==> src/rtl/acc7_seq.sv <==
// acc7_seq: start/len-controlled 7-bit add/subtract accumulator around an rca7 ripple adder
module rca7 (
  input  logic [6:0] a,
  input  logic [6:0] b,
  input  logic       ci,
  output logic [6:0] s
);
  logic c;
  // ripple the carry bit by bit; the final carry-out is intentionally dropped
  always_comb begin
    c = ci;
    s = '0;
    for (int i = 0; i < 7; i++) begin
      s[i] = a[i] ^ b[i] ^ c;
      c = (a[i] & b[i]) | (c & (a[i] ^ b[i]));
    end
  end
endmodule

module acc7_seq #(
  parameter int         LEN_W    = 4,
  parameter logic [6:0] INIT_VAL = 7'd0
) (
  input  logic             clk,
  input  logic             reset,
  input  logic             start,
  input  logic [LEN_W-1:0] len,
  input  logic             in_valid,
  input  logic [6:0]       in_data,
  input  logic             sub,
  output logic             in_ready,
  output logic             busy,
  output logic             done,
  output logic [6:0]       result,
  output logic [LEN_W-1:0] term_cnt
);
  typedef enum logic [1:0] {IDLE, ACCUM, DONE} state_t;
  state_t           state_q, state_d;
  logic [6:0]       result_q, result_d, sum;
  logic [LEN_W-1:0] cnt_q, cnt_d, len_q, len_d, cnt_inc;
  rca7 u_rca7 (
    .a  (result_q),
    .b  (sub ? ~in_data : in_data),
    .ci (sub),
    .s  (sum)
  );
  assign cnt_inc  = cnt_q + LEN_W'(1);
  assign in_ready = state_q == ACCUM;
  assign busy     = state_q != IDLE;
  assign done     = state_q == DONE;
  assign result   = result_q;
  assign term_cnt = cnt_q;
  // state and datapath registers; reset aborts any run immediately
  always_ff @(posedge clk or posedge reset) begin
    if (reset) begin
      state_q  <= IDLE;
      result_q <= INIT_VAL;
      cnt_q    <= '0;
      len_q    <= '0;
    end else begin
      state_q  <= state_d;
      result_q <= result_d;
      cnt_q    <= cnt_d;
      len_q    <= len_d;
    end
  end
  // next state: start only in IDLE, beats only in ACCUM, DONE lasts one cycle
  always_comb begin
    state_d  = state_q;
    result_d = result_q;
    cnt_d    = cnt_q;
    len_d    = len_q;
    case (state_q)
      IDLE: if (start) begin
        result_d = INIT_VAL;
        cnt_d    = '0;
        len_d    = len;
        state_d  = (len == '0) ? DONE : ACCUM;
      end
      ACCUM: if (in_valid) begin
        result_d = sum;
        cnt_d    = cnt_inc;
        state_d  = (cnt_inc == len_q) ? DONE : ACCUM;
      end
      DONE:    state_d = IDLE;
      default: state_d = IDLE;
    endcase
  end
endmodule

==> config.mk <==
export PLATFORM = sky130hd
export DESIGN_NAME = acc7_seq
export DESIGN_NICKNAME = d
export VERILOG_FILES = /design/src/rtl/acc7_seq.sv
export SDC_FILE = /design/constraint.sdc
export NUM_CORES = 1
export LEC_CHECK = 0
export BUFFER_PORTS_ARGS = -buffer_cell sky130_fd_sc_hd__buf_2
export CAP_MARGIN = 5
export CORE_ASPECT_RATIO = 0.75
export CORE_UTILIZATION = 50
export DETAILED_ROUTE_END_ITERATION = 12
export PLACE_DENSITY = 0.77
export SLEW_MARGIN = 20
export SYNTH_ARGS = -nofsm -noshare
export SYNTH_HDL_FRONTEND = slang
export SYNTH_SLANG_ARGS = --single-unit
==> constraint.sdc <==
create_clock -name clk -period 3.3 [get_ports clk]
set_input_delay 0.33 -clock clk [delete_from_list [all_inputs] [get_ports clk]]
set_output_delay 0.33 -clock clk [all_outputs]
set_load 0.1 [all_outputs]
* Word-level counts from Yosys, hierarchy flattened
Index checks and enable logic that the tools add are counted.
** Word-level totals
- Flip-flop bits (word level) :: 17
- Input bits :: 16
- Output and inout port bits :: 14
- Word-level logic and storage cells :: 62
** Operators by class
- Add/sub/neg operators :: 1
- Equal/unequal tests :: 5
- Muxes and demuxes :: 12
- Bitwise logic cells :: 33
- Reductions and logical operators :: 7
** Operators by type and width (number)
- $mux 7 :: 3
- $pmux 7 s2 :: 1
- $xor 1x1->1 :: 14
- $and 1x1->1 :: 12
- $mux 2 :: 4
- $mux 4 :: 2
- $pmux 4 s2 :: 1
- $not 7->7 :: 1
- $or 1x1->1 :: 6
- $add 4x1->4 const B :: 1
- $eq 4x4->1 :: 1
- $logic_not 4->1 :: 1
- $ne 2x2->1 const B :: 2
- $pmux 2 s2 :: 1
- $reduce_and 2->1 :: 2
- $reduce_bool 2->1 :: 2
- $reduce_and 3->1 :: 1
- $eq 2x1->1 const B :: 1
- $eq 2x2->1 const B :: 1
- $logic_not 2->1 :: 1

* Depth between registers and ports, before layout
Gate-level depths: netlist (run 1).
- Word-level depth :: 18
- Depth in mapped cells :: 13
- Mapped depth without buffers :: 12

* By module
A second synthesis (run 1) with hierarchy kept.
** Unflattened totals
- Cell total of the unflattened synthesis :: 84
- Area, all modules :: 1017.2 um^2
** By module, submodules not included
- acc7_seq :: instances 1, cells an instance 72, area each 854.6 um^2, seq. area each 425.4 um^2
- rca7 :: instances 1, cells an instance 12, area each 162.7 um^2, seq. area each 0.0 um^2

* Worst setup path before layout (run 1)
OpenSTA, ideal clock, no wires.
- Path kind :: register to register
- Start :: reg result_q[0] (netlist: result[0])
- End :: reg result_q[6] (netlist: result[6])
- Setup time :: 0.132 ns
- Arrival time :: 2.998 ns
- Required time :: 3.168 ns
- Setup slack :: 0.170 ns
- Cell stages (with the launch flop) :: 13
- Buffers on the path :: 0
- Period minus slack after synthesis :: 3.130 ns
- Path through :: dfrtp_1 mux2i_1 fa_1 inv_1 fa_1 fa_1 inv_1 fa_1 inv_1 fa_1 xor2_1 xnor2_1 o21ai_0
** On the way
- Longest elaborated chain between the ends :: 16
- Elaborated cells on any way between the ends :: 17
- Classes of those cells :: mux: 2; bitwise: 15
** Ends and longest elaborated chain
- from (decl) :: RTL line 39 : logic [6:0] result_q, result_d, sum;
- from (signal assigned) :: RTL line 62 : result_q <= result_d;
- $xor 1x1->1 :: RTL line 15 : c = (a[i] & b[i]) | (c & (a[i] ^ b[i]));
- $and 1x1->1 :: RTL line 15
- $or 1x1->1 (*) :: RTL line 15
- $and 1x1->1 (*) :: RTL line 15
- $or 1x1->1 (*) :: RTL line 15
- $and 1x1->1 (*) :: RTL line 15
- $or 1x1->1 (*) :: RTL line 15
- $and 1x1->1 (*) :: RTL line 15
- $or 1x1->1 (*) :: RTL line 15
- $and 1x1->1 (*) :: RTL line 15
- $or 1x1->1 (*) :: RTL line 15
- $and 1x1->1 (*) :: RTL line 15
- $or 1x1->1 (*) :: RTL line 15
- $xor 1x1->1 (*) :: RTL line 14 : s[i] = a[i] ^ b[i] ^ c;
- $mux 7 (*) :: RTL line 80 : ACCUM: if (in_valid) begin
- $pmux 7 s2 (*) :: RTL line 73 : case (state_q)
Mark *: on every way between the ends. The rest lies on a longest branch, timed or not. The select of a mux whose other input is x is not followed.
A chain may end at the register's enable or synchronous reset.

* Worst setup path in the final report (run 1)
Ends and elaborated chain as after synthesis.

==> impl_metrics.json, run 1 <==
{
  "grt_antenna_before_repair": 0,
  "nNetsFinal": 146,
  "crit_arrival_ps": 3040,
  "grt_max_degree": 18,
  "hold_viol_final": 0,
  "ys_seq_elements": 17,
  "io_buffers": 29,
  "dpl_worst_slack_ps": 300.3,
  "drtIter0Drc": 12,
  "fmax_mhz": 348.7,
  "setup_slack_ps": 432.5,
  "path_class": "flip-flop to flip-flop",
  "cts_setup_buffers": 0,
  "path_clk_slew_ps": 90,
  "synth_edf_count": 0,
  "cts-root-buf": "clkbuf_4",
  "max_slew.worst_pin.slew_ps": 647.3,
  "place.detailed.hpwl_um": 1720,
  "final_cell_mix": "buf_2, dfrtp_1, inv_1",
  "cts_tree": "yes",
  "cts_max_path_buffers": 2,
  "rsz0062_at_grt": "false",
  "first_pass_iters": 4,
  "grt_overflow": 0,
  "start_kind": "flip-flop",
  "cts_resized": 0,
  "hold_buffers": 0,
  "async_flop_share_pct": 100.0,
  "synth_area_per_cell_um2": 11.34,
  "cp.required_ps": 3480,
  "max_cap_viol_count": 0,
  "finalSetupViolations": 0,
  "vias": 807,
  "holdWs_ps": 110.1,
  "gp_congestion": 0.8109,
  "post-route-period-util_pct": 86.89,
  "fin_worst_skew_ps": 1.162,
  "start_util_pct": 56.77,
  "ys.flop_type": "dfrtp_1",
  "avgRoutedWirePerCell_um": 14.83,
  "synth_fp_nets": 114,
  "dieArea_um2": 2276,
  "io_pins": 30,
  "insertedDiodeCount": 0,
  "timing.final.crit_period_ps": 2867,
  "drt-total-wl_um": 2151,
  "yosysWarnings": 0,
  "syn-instance-count": 92,
  "slew_violations": 0,
  "synth_area_um2": 1044,
  "postRouteAntennaNets": 0,
  "core.rowCount": 13,
  "insertion_delay_ps": 290,
  "cp-end-kind": "flip-flop",
  "ys_types": 29,
  "synthToLayoutAreaGrowth_pct": 18.11,
  "cts_max_level": 1,
  "drive_gt1_share_pct": 33.33,
  "viasPerCell": 5.566,
  "yosysSeqAreaShare_pct": 40.77,
  "cp_max_fo": 5,
  "die_h_um": 41.57,
  "core_um2": 1838,
  "hold_class": "primary input to asynchronous set/reset pin",
  "clock_sinks": 17,
  "drc_errors": 0,
  "status": "finished, final reports clean",
  "fin_tns_setup_ps": 0,
  "grt_pass1_vias": 804,
  "layout_commonest_cell": "buf_2",
  "cts_made_buffers": 3,
  "grt_usage_pct": 23.75,
  "grt_pass1_wl_um": 3760,
  "dieWidth_um": 54.75,
  "relSlewSlack_pct": 56.80
}
routing by layer:
metal | track usage [%] | part of all wire (%) | vias up
met4 | 7.179 | 1.6 | 0
met3 | 8.425 | 6.2 | 4
met2 | 34.22 | 47 | 27
met1 | 33.17 | 46 | 392
met5 | 0 | 0 | -
li1 | - | - | 384
Yosys cell counts, types with 2 or more instances:
master	n	share of area, %
nand2_1	4	1.4
o21ai_0	4	1.9
a21oi_1	4	1.9
a22o_1	6	5.0
nand3_1	3	1.4
buf_2	2	0.96
dfrtp_1	17	41
mux2i_1	2	1.9
nor2b_1	5	3.0
fa_1	5	9.6
xor2_1	6	5.0
mux2_2	5	5.4
inv_1	7	2.5
xnor2_1	6	5.0
o2bb2ai_1	2	1.7
final cells by class:
| cell class | count | area, um^2 |
|---|---|---|
| multi-input cells | 66 | 581.8 |
| repair buffers | 29 | 145.1 |
| inverters | 7 | 26.28 |
| clock buffers | 4 | 26.28 |
| fillers | 157 | 605.6 |
| well taps | 22 | 27.53 |
| flip-flops and latches | 17 | 425.4 |
worst paths after layout:
kind                       startpoint          to  slack [ps]  cells past startpoint
setup / recovery            result[0]   result[6]         430                     12
setup reg to reg            result[0]   result[6]         430                     12
max in group asynchronous       reset  state_q[1]        2780                      2
min in group clk               len[3]    len_q[3]         280                      2
hold / removal                  reset   result[4]         110                      2
hold reg to reg              len_q[2]    len_q[2]         520                      1
critical path, cell delays in order (launching register included):
cell     delay, ps
dfrtp_1        430
mux2i_1        240
fa_1           210
inv_1           50
fa_1           370
fa_1           360
inv_1           80
fa_1           190
inv_1           60
fa_1           370
xor2_1         180
xnor2_1        140
o21ai_0         90
cell families after synthesis:
kind of cell	Yosys count	share of synthesized area, %
flops	17	40.77
buf+inv	9	3.478
fa+ha+maj	6	10.79
compound gates	19	12.71
simple gates	21	12.59
xor+xnor	13	12.35
mux	7	7.314
stage by stage:
stage               utilization (%)  instances  cell area [um^2]
finish                        67.05        145              1232
global route                  67.05        145              1232
CTS                           67.05        145              1232
detailed placement            65.62        141              1206
global placement              65.62        141              1206
floorplan                         -         92              1044
registers in the layout (all words and copies together), names as in the netlist:
register / flops
len_q: 4
result: 7
state_q: 2
term_cnt: 4
Power of run 1 is not shown: default switching activity piles up to over one toggle a cycle in this logic, so the estimate is an artifact.
==> run 2: changes to the inputs <==
Clock period 3.3 ns to 2.7 ns, I/O delays scaled along.
==> impl_metrics.json, run 2 (synthesis gave the netlist of run 1 again) <==
{
  "grt_usage_pct": 22.69,
  "largest_reg_flops": 7,
  "cts_max_level": 1,
  "cp.required_ps": 2890,
  "finalSetupViolations": 1,
  "path_clk_slew_ps": 110,
  "grt_pass1_vias": 833,
  "drtIter0Drc": 11,
  "dp.cells": 143,
  "insertedDiodeCount": 0,
  "hold_class": "primary input to asynchronous set/reset pin",
  "slew_violations": 0,
  "cts_max_path_buffers": 2,
  "postRouteAntennaNets": 0,
  "cp_common_cell": "fa_2",
  "cts-root-buf": "clkbuf_4",
  "core.rowCount": 13,
  "viasPerCell": 5.524,
  "dieWidth_um": 54.75,
  "critical_path.max_stage_delay_ps": 500,
  "start_kind": "flip-flop",
  "cts_setup_buffers": 0,
  "crit_arrival_ps": 2900,
  "path_cells": "mux2i_4 > fa_2 > inv_1 > fa_2 > fa_2 > inv_2 > fa_1 > inv_1 > fa_2 > xor2_1 > xnor2_1 > o21ai_1",
  "cts_tree": "yes",
  "cp_max_fo": 2,
  "dieArea_um2": 2276,
  "violations": "negative setup slack",
  "avgRoutedWirePerCell_um": 14.59,
  "gp_congestion": 0.8387,
  "relSlewSlack_pct": 56.98,
  "timing.final.crit_period_ps": 2704,
  "io_buffers": 29,
  "crit_family": "adder cells",
  "max_slew.worst_pin.slew_ps": 644.6,
  "fin_cells": 147,
  "fin_worst_skew_ps": 5.924,
  "max_cap_viol_count": 0,
  "final_cell_mix": "buf_2, dfrtp_1",
  "post-route-period-util_pct": 100.2,
  "grt_overflow": 0,
  "grt_antenna_before_repair": 0,
  "rsz0062_at_grt": "true",
  "place.detailed.hpwl_um": 1716,
  "drt-total-wl_um": 2145,
  "clock_sinks": 17,
  "fmax_mhz": 369.8,
  "hold_viol_final": 0,
  "cp-end-kind": "flip-flop",
  "path_buf_inv": 3,
  "path_class": "flip-flop to flip-flop",
  "insertion_delay_ps": 300,
  "cts_made_buffers": 3,
  "vias": 812,
  "status": "finished with violations",
  "setup_slack_ps": -4.077,
  "crit_slowest_cell": "dfrtp_4",
  "drive_gt1_share_pct": 41.60,
  "first_pass_iters": 4,
  "grt_pass1_wl_um": 3629,
  "layout_commonest_cell": "buf_2",
  "die_h_um": 41.57,
  "nNetsFinal": 148,
  "io_pins": 30,
  "start_util_pct": 56.77,
  "drc_errors": 0,
  "core_um2": 1838,
  "synthToLayoutAreaGrowth_pct": 22.54,
  "grt_max_degree": 18
}
-- run 2: area by class of cell --
type | instances | area [um^2]
Tap cell | 22 | 27.53
Clock buffer | 3 | 22.52
Fill cell | 148 | 559.3
Clock inverter | 1 | 7.507
Timing Repair Buffer | 31 | 160.2
Multi-Input combinational cell | 66 | 604.3
Inverter | 7 | 26.28
Sequential cell | 17 | 430.4
-- run 2: per-layer routing --
layer,track usage [%],vias to the layer above,share of wire [%]
met3,8.059,2,4.0
met2,34.46,16,51
met5,0,-,0
met4,6.667,0,0.56
li1,-,384,-
met1,30.10,410,44
-- run 2: timing repair --
| action | in CTS | in global routing |
|---|---|---|
| hold endpoints to repair | 0 | 0 |
| pin swaps | 2 | 2 |
| gates resized for setup | 0 | 1 |
| hold buffers | 0 | 0 |
| endpoints found under the setup margin | 1 | 2 |
-- run 2: path summary, 6_finish.rpt --
path | start | endpoint | slack (ps) | depth (start not counted)
worst max register to register | result[0] | result[6] | -4 | 12
max in group asynchronous | reset | result[0] | 2190 | 2
min in group clk | len[3] | len_q[3] | 210 | 2
worst min register to register | result[1] | result[1] | 530 | 1
worst min-delay path | reset | term_cnt[3] | 30 | 2
worst max-delay path | result[0] | result[6] | -4 | 12
-- run 2: metrics by stage --
stage               hold WS, ps  area (um^2)  utilization (%)  worst slack, ps  TNS, ps
floorplan                 196.0         1062                -           -119.4   -167.9
finish                    30.99         1279            69.57           -4.077   -4.077
detailed placement        391.0         1240            67.46           -26.31   -26.31
global route              92.57         1279            69.57           -159.3   -159.3
global placement          386.3         1240            67.46            48.22        0
CTS                       52.81         1270            69.09            26.80        0
Power of run 2 is left out for the same reason.
==> run 3: changes to the inputs <==
Settings changed: CELL_PAD_IN_SITES_DETAIL_PLACEMENT set to 0, CELL_PAD_IN_SITES_GLOBAL_PLACEMENT set to 1, CORE_UTILIZATION 50 to 39, GPL_ROUTABILITY_DRIVEN set to 0, PLACE_DENSITY 0.77 to unset, PLACE_DENSITY_LB_ADDON set to 0.1.
==> impl_metrics.json, run 3 (synthesis gave the netlist of run 1 again) <==
{
  "fin_worst_skew_ps": 5.057,
  "crit_arrival_ps": 2840,
  "place.detailed.hpwl_um": 1613,
  "grt_usage_pct": 16.96,
  "cp_max_fo": 2,
  "first_pass_iters": 4,
  "avgRoutedWirePerCell_um": 13.15,
  "postRouteAntennaNets": 0,
  "post-route-period-util_pct": 98.54,
  "start_util_pct": 43.10,
  "multi_input_area_um2": 611.8,
  "postLayoutCoreUtil_pct": 53.59,
  "io_pins": 30,
  "grt_overflow": 0,
  "drive_gt1_share_pct": 41.60,
  "path_class": "flip-flop to flip-flop",
  "relSlewSlack_pct": 56.85,
  "cts_setup_buffers": 0,
  "cts-root-buf": "clkbuf_4",
  "rr_worst_depth": 12,
  "cts_max_path_buffers": 2,
  "status": "finished, final reports clean",
  "core_um2": 2421,
  "r2r-start": "result[0]",
  "core.rowCount": 15,
  "slew_violations": 0,
  "layout_commonest_cell": "buf_2",
  "r2r_slack_ps": 40,
  "grt_pass1_wl_um": 3374,
  "dieArea_um2": 2889,
  "hold_class": "primary input to asynchronous set/reset pin",
  "dieWidth_um": 61.73,
  "finalSetupViolations": 0,
  "fmax_mhz": 375.9,
  "hold_viol_final": 0,
  "insertedDiodeCount": 0,
  "hold_buffers": 0,
  "setup_slack_ps": 39.49,
  "drc_errors": 0,
  "cts_made_buffers": 3,
  "largest_reg_flops": 7,
  "nNetsFinal": 148,
  "timing.final.crit_period_ps": 2661,
  "dpl_worst_slack_ps": 5.566,
  "vias": 782,
  "start_kind": "flip-flop",
  "fin_tns_setup_ps": 0,
  "viasPerCell": 4.918,
  "drt-total-wl_um": 2091,
  "die_h_um": 46.80,
  "max_cap_viol_count": 0,
  "cts_max_level": 1,
  "cp-end-kind": "flip-flop",
  "drtIter0Drc": 24,
  "synthToLayoutAreaGrowth_pct": 24.34,
  "io_buffers": 29,
  "fillers": 239,
  "cp.required_ps": 2870,
  "clock_sinks": 17,
  "grt_pass1_vias": 701,
  "ff_latch_area_um2": 430.4,
  "max_slew.worst_pin.slew_ps": 646.5,
  "grt_max_degree": 18,
  "insertion_delay_ps": 290,
  "final_cell_mix": "buf_2, dfrtp_1, xnor2_1, inv_1, a22o_1",
  "grt_antenna_before_repair": 0,
  "holdWs_ps": 50.94,
  "rsz0062_at_grt": "true",
  "cts_tree": "yes",
  "path_clk_slew_ps": 100,
  "reg2reg_to": "result[6]"
}
[run 3: cell types whose count changed in the layout (fill, tap and decap cells not counted)]
cell and change:
xor2_2 +1, xor2_1 -1, clkbuf_1 +1, clkinvlp_4 -1
[run 3: repair_timing]
action	CTS	global route
endpoints found under the setup margin	1	1
gates resized for setup	0	2
hold endpoints to repair	0	0
pin swaps	1	2
[run 3: worst max-delay path by stage]
stage                         start         to  slack [ps]  cells past startpoint
final                     result[0]  result[6]          40                     12
after global routing      result[0]  result[6]        -110                     12
after CTS                 result[0]  result[6]          20                     12
after detailed placement  result[0]  result[6]           6                     12
after global placement    result[0]  result[6]          30                     12
after floorplan           result[0]  result[6]        -120                     12
[run 3: final cells by class]
type                    count  share of cell area, %
well taps                  34                  3.279
inverters                   7                  2.025
flip-flops and latches     17                  33.17
clock buffers               4                  2.025
multi-input cells          66                  47.16
repair buffers             31                  12.34
[run 3: metrics by stage]
step                      std cells  instance area [um^2]
after floorplan                  92                  1062
after CTS                       159                  1281
after detailed placement        155                  1255
after global routing            159                  1297
after global placement          155                  1255
final                           159                  1297
[run 3: layer usage]
| layer | share of wire (%) | GRT usage [%] | vias to the layer above |
|---|---|---|---|
| met5 | 0 | 0 | - |
| met4 | 0.53 | 2.667 | 0 |
| met3 | 4.8 | 5.785 | 2 |
| li1 | - | - | 385 |
| met1 | 52 | 25.92 | 373 |
| met2 | 42 | 23.66 | 22 |
[run 3: critical path, cell delays in order, from the launching register on]
cell and delay (ps):
dfrtp_4 500, mux2i_4 150, fa_2 220, inv_1 50
fa_2 330, fa_2 340, inv_2 60, fa_1 140
inv_1 50, fa_2 340, xor2_2 160, xnor2_1 140
o21ai_1 70
Power of run 3 is left out for the same reason.
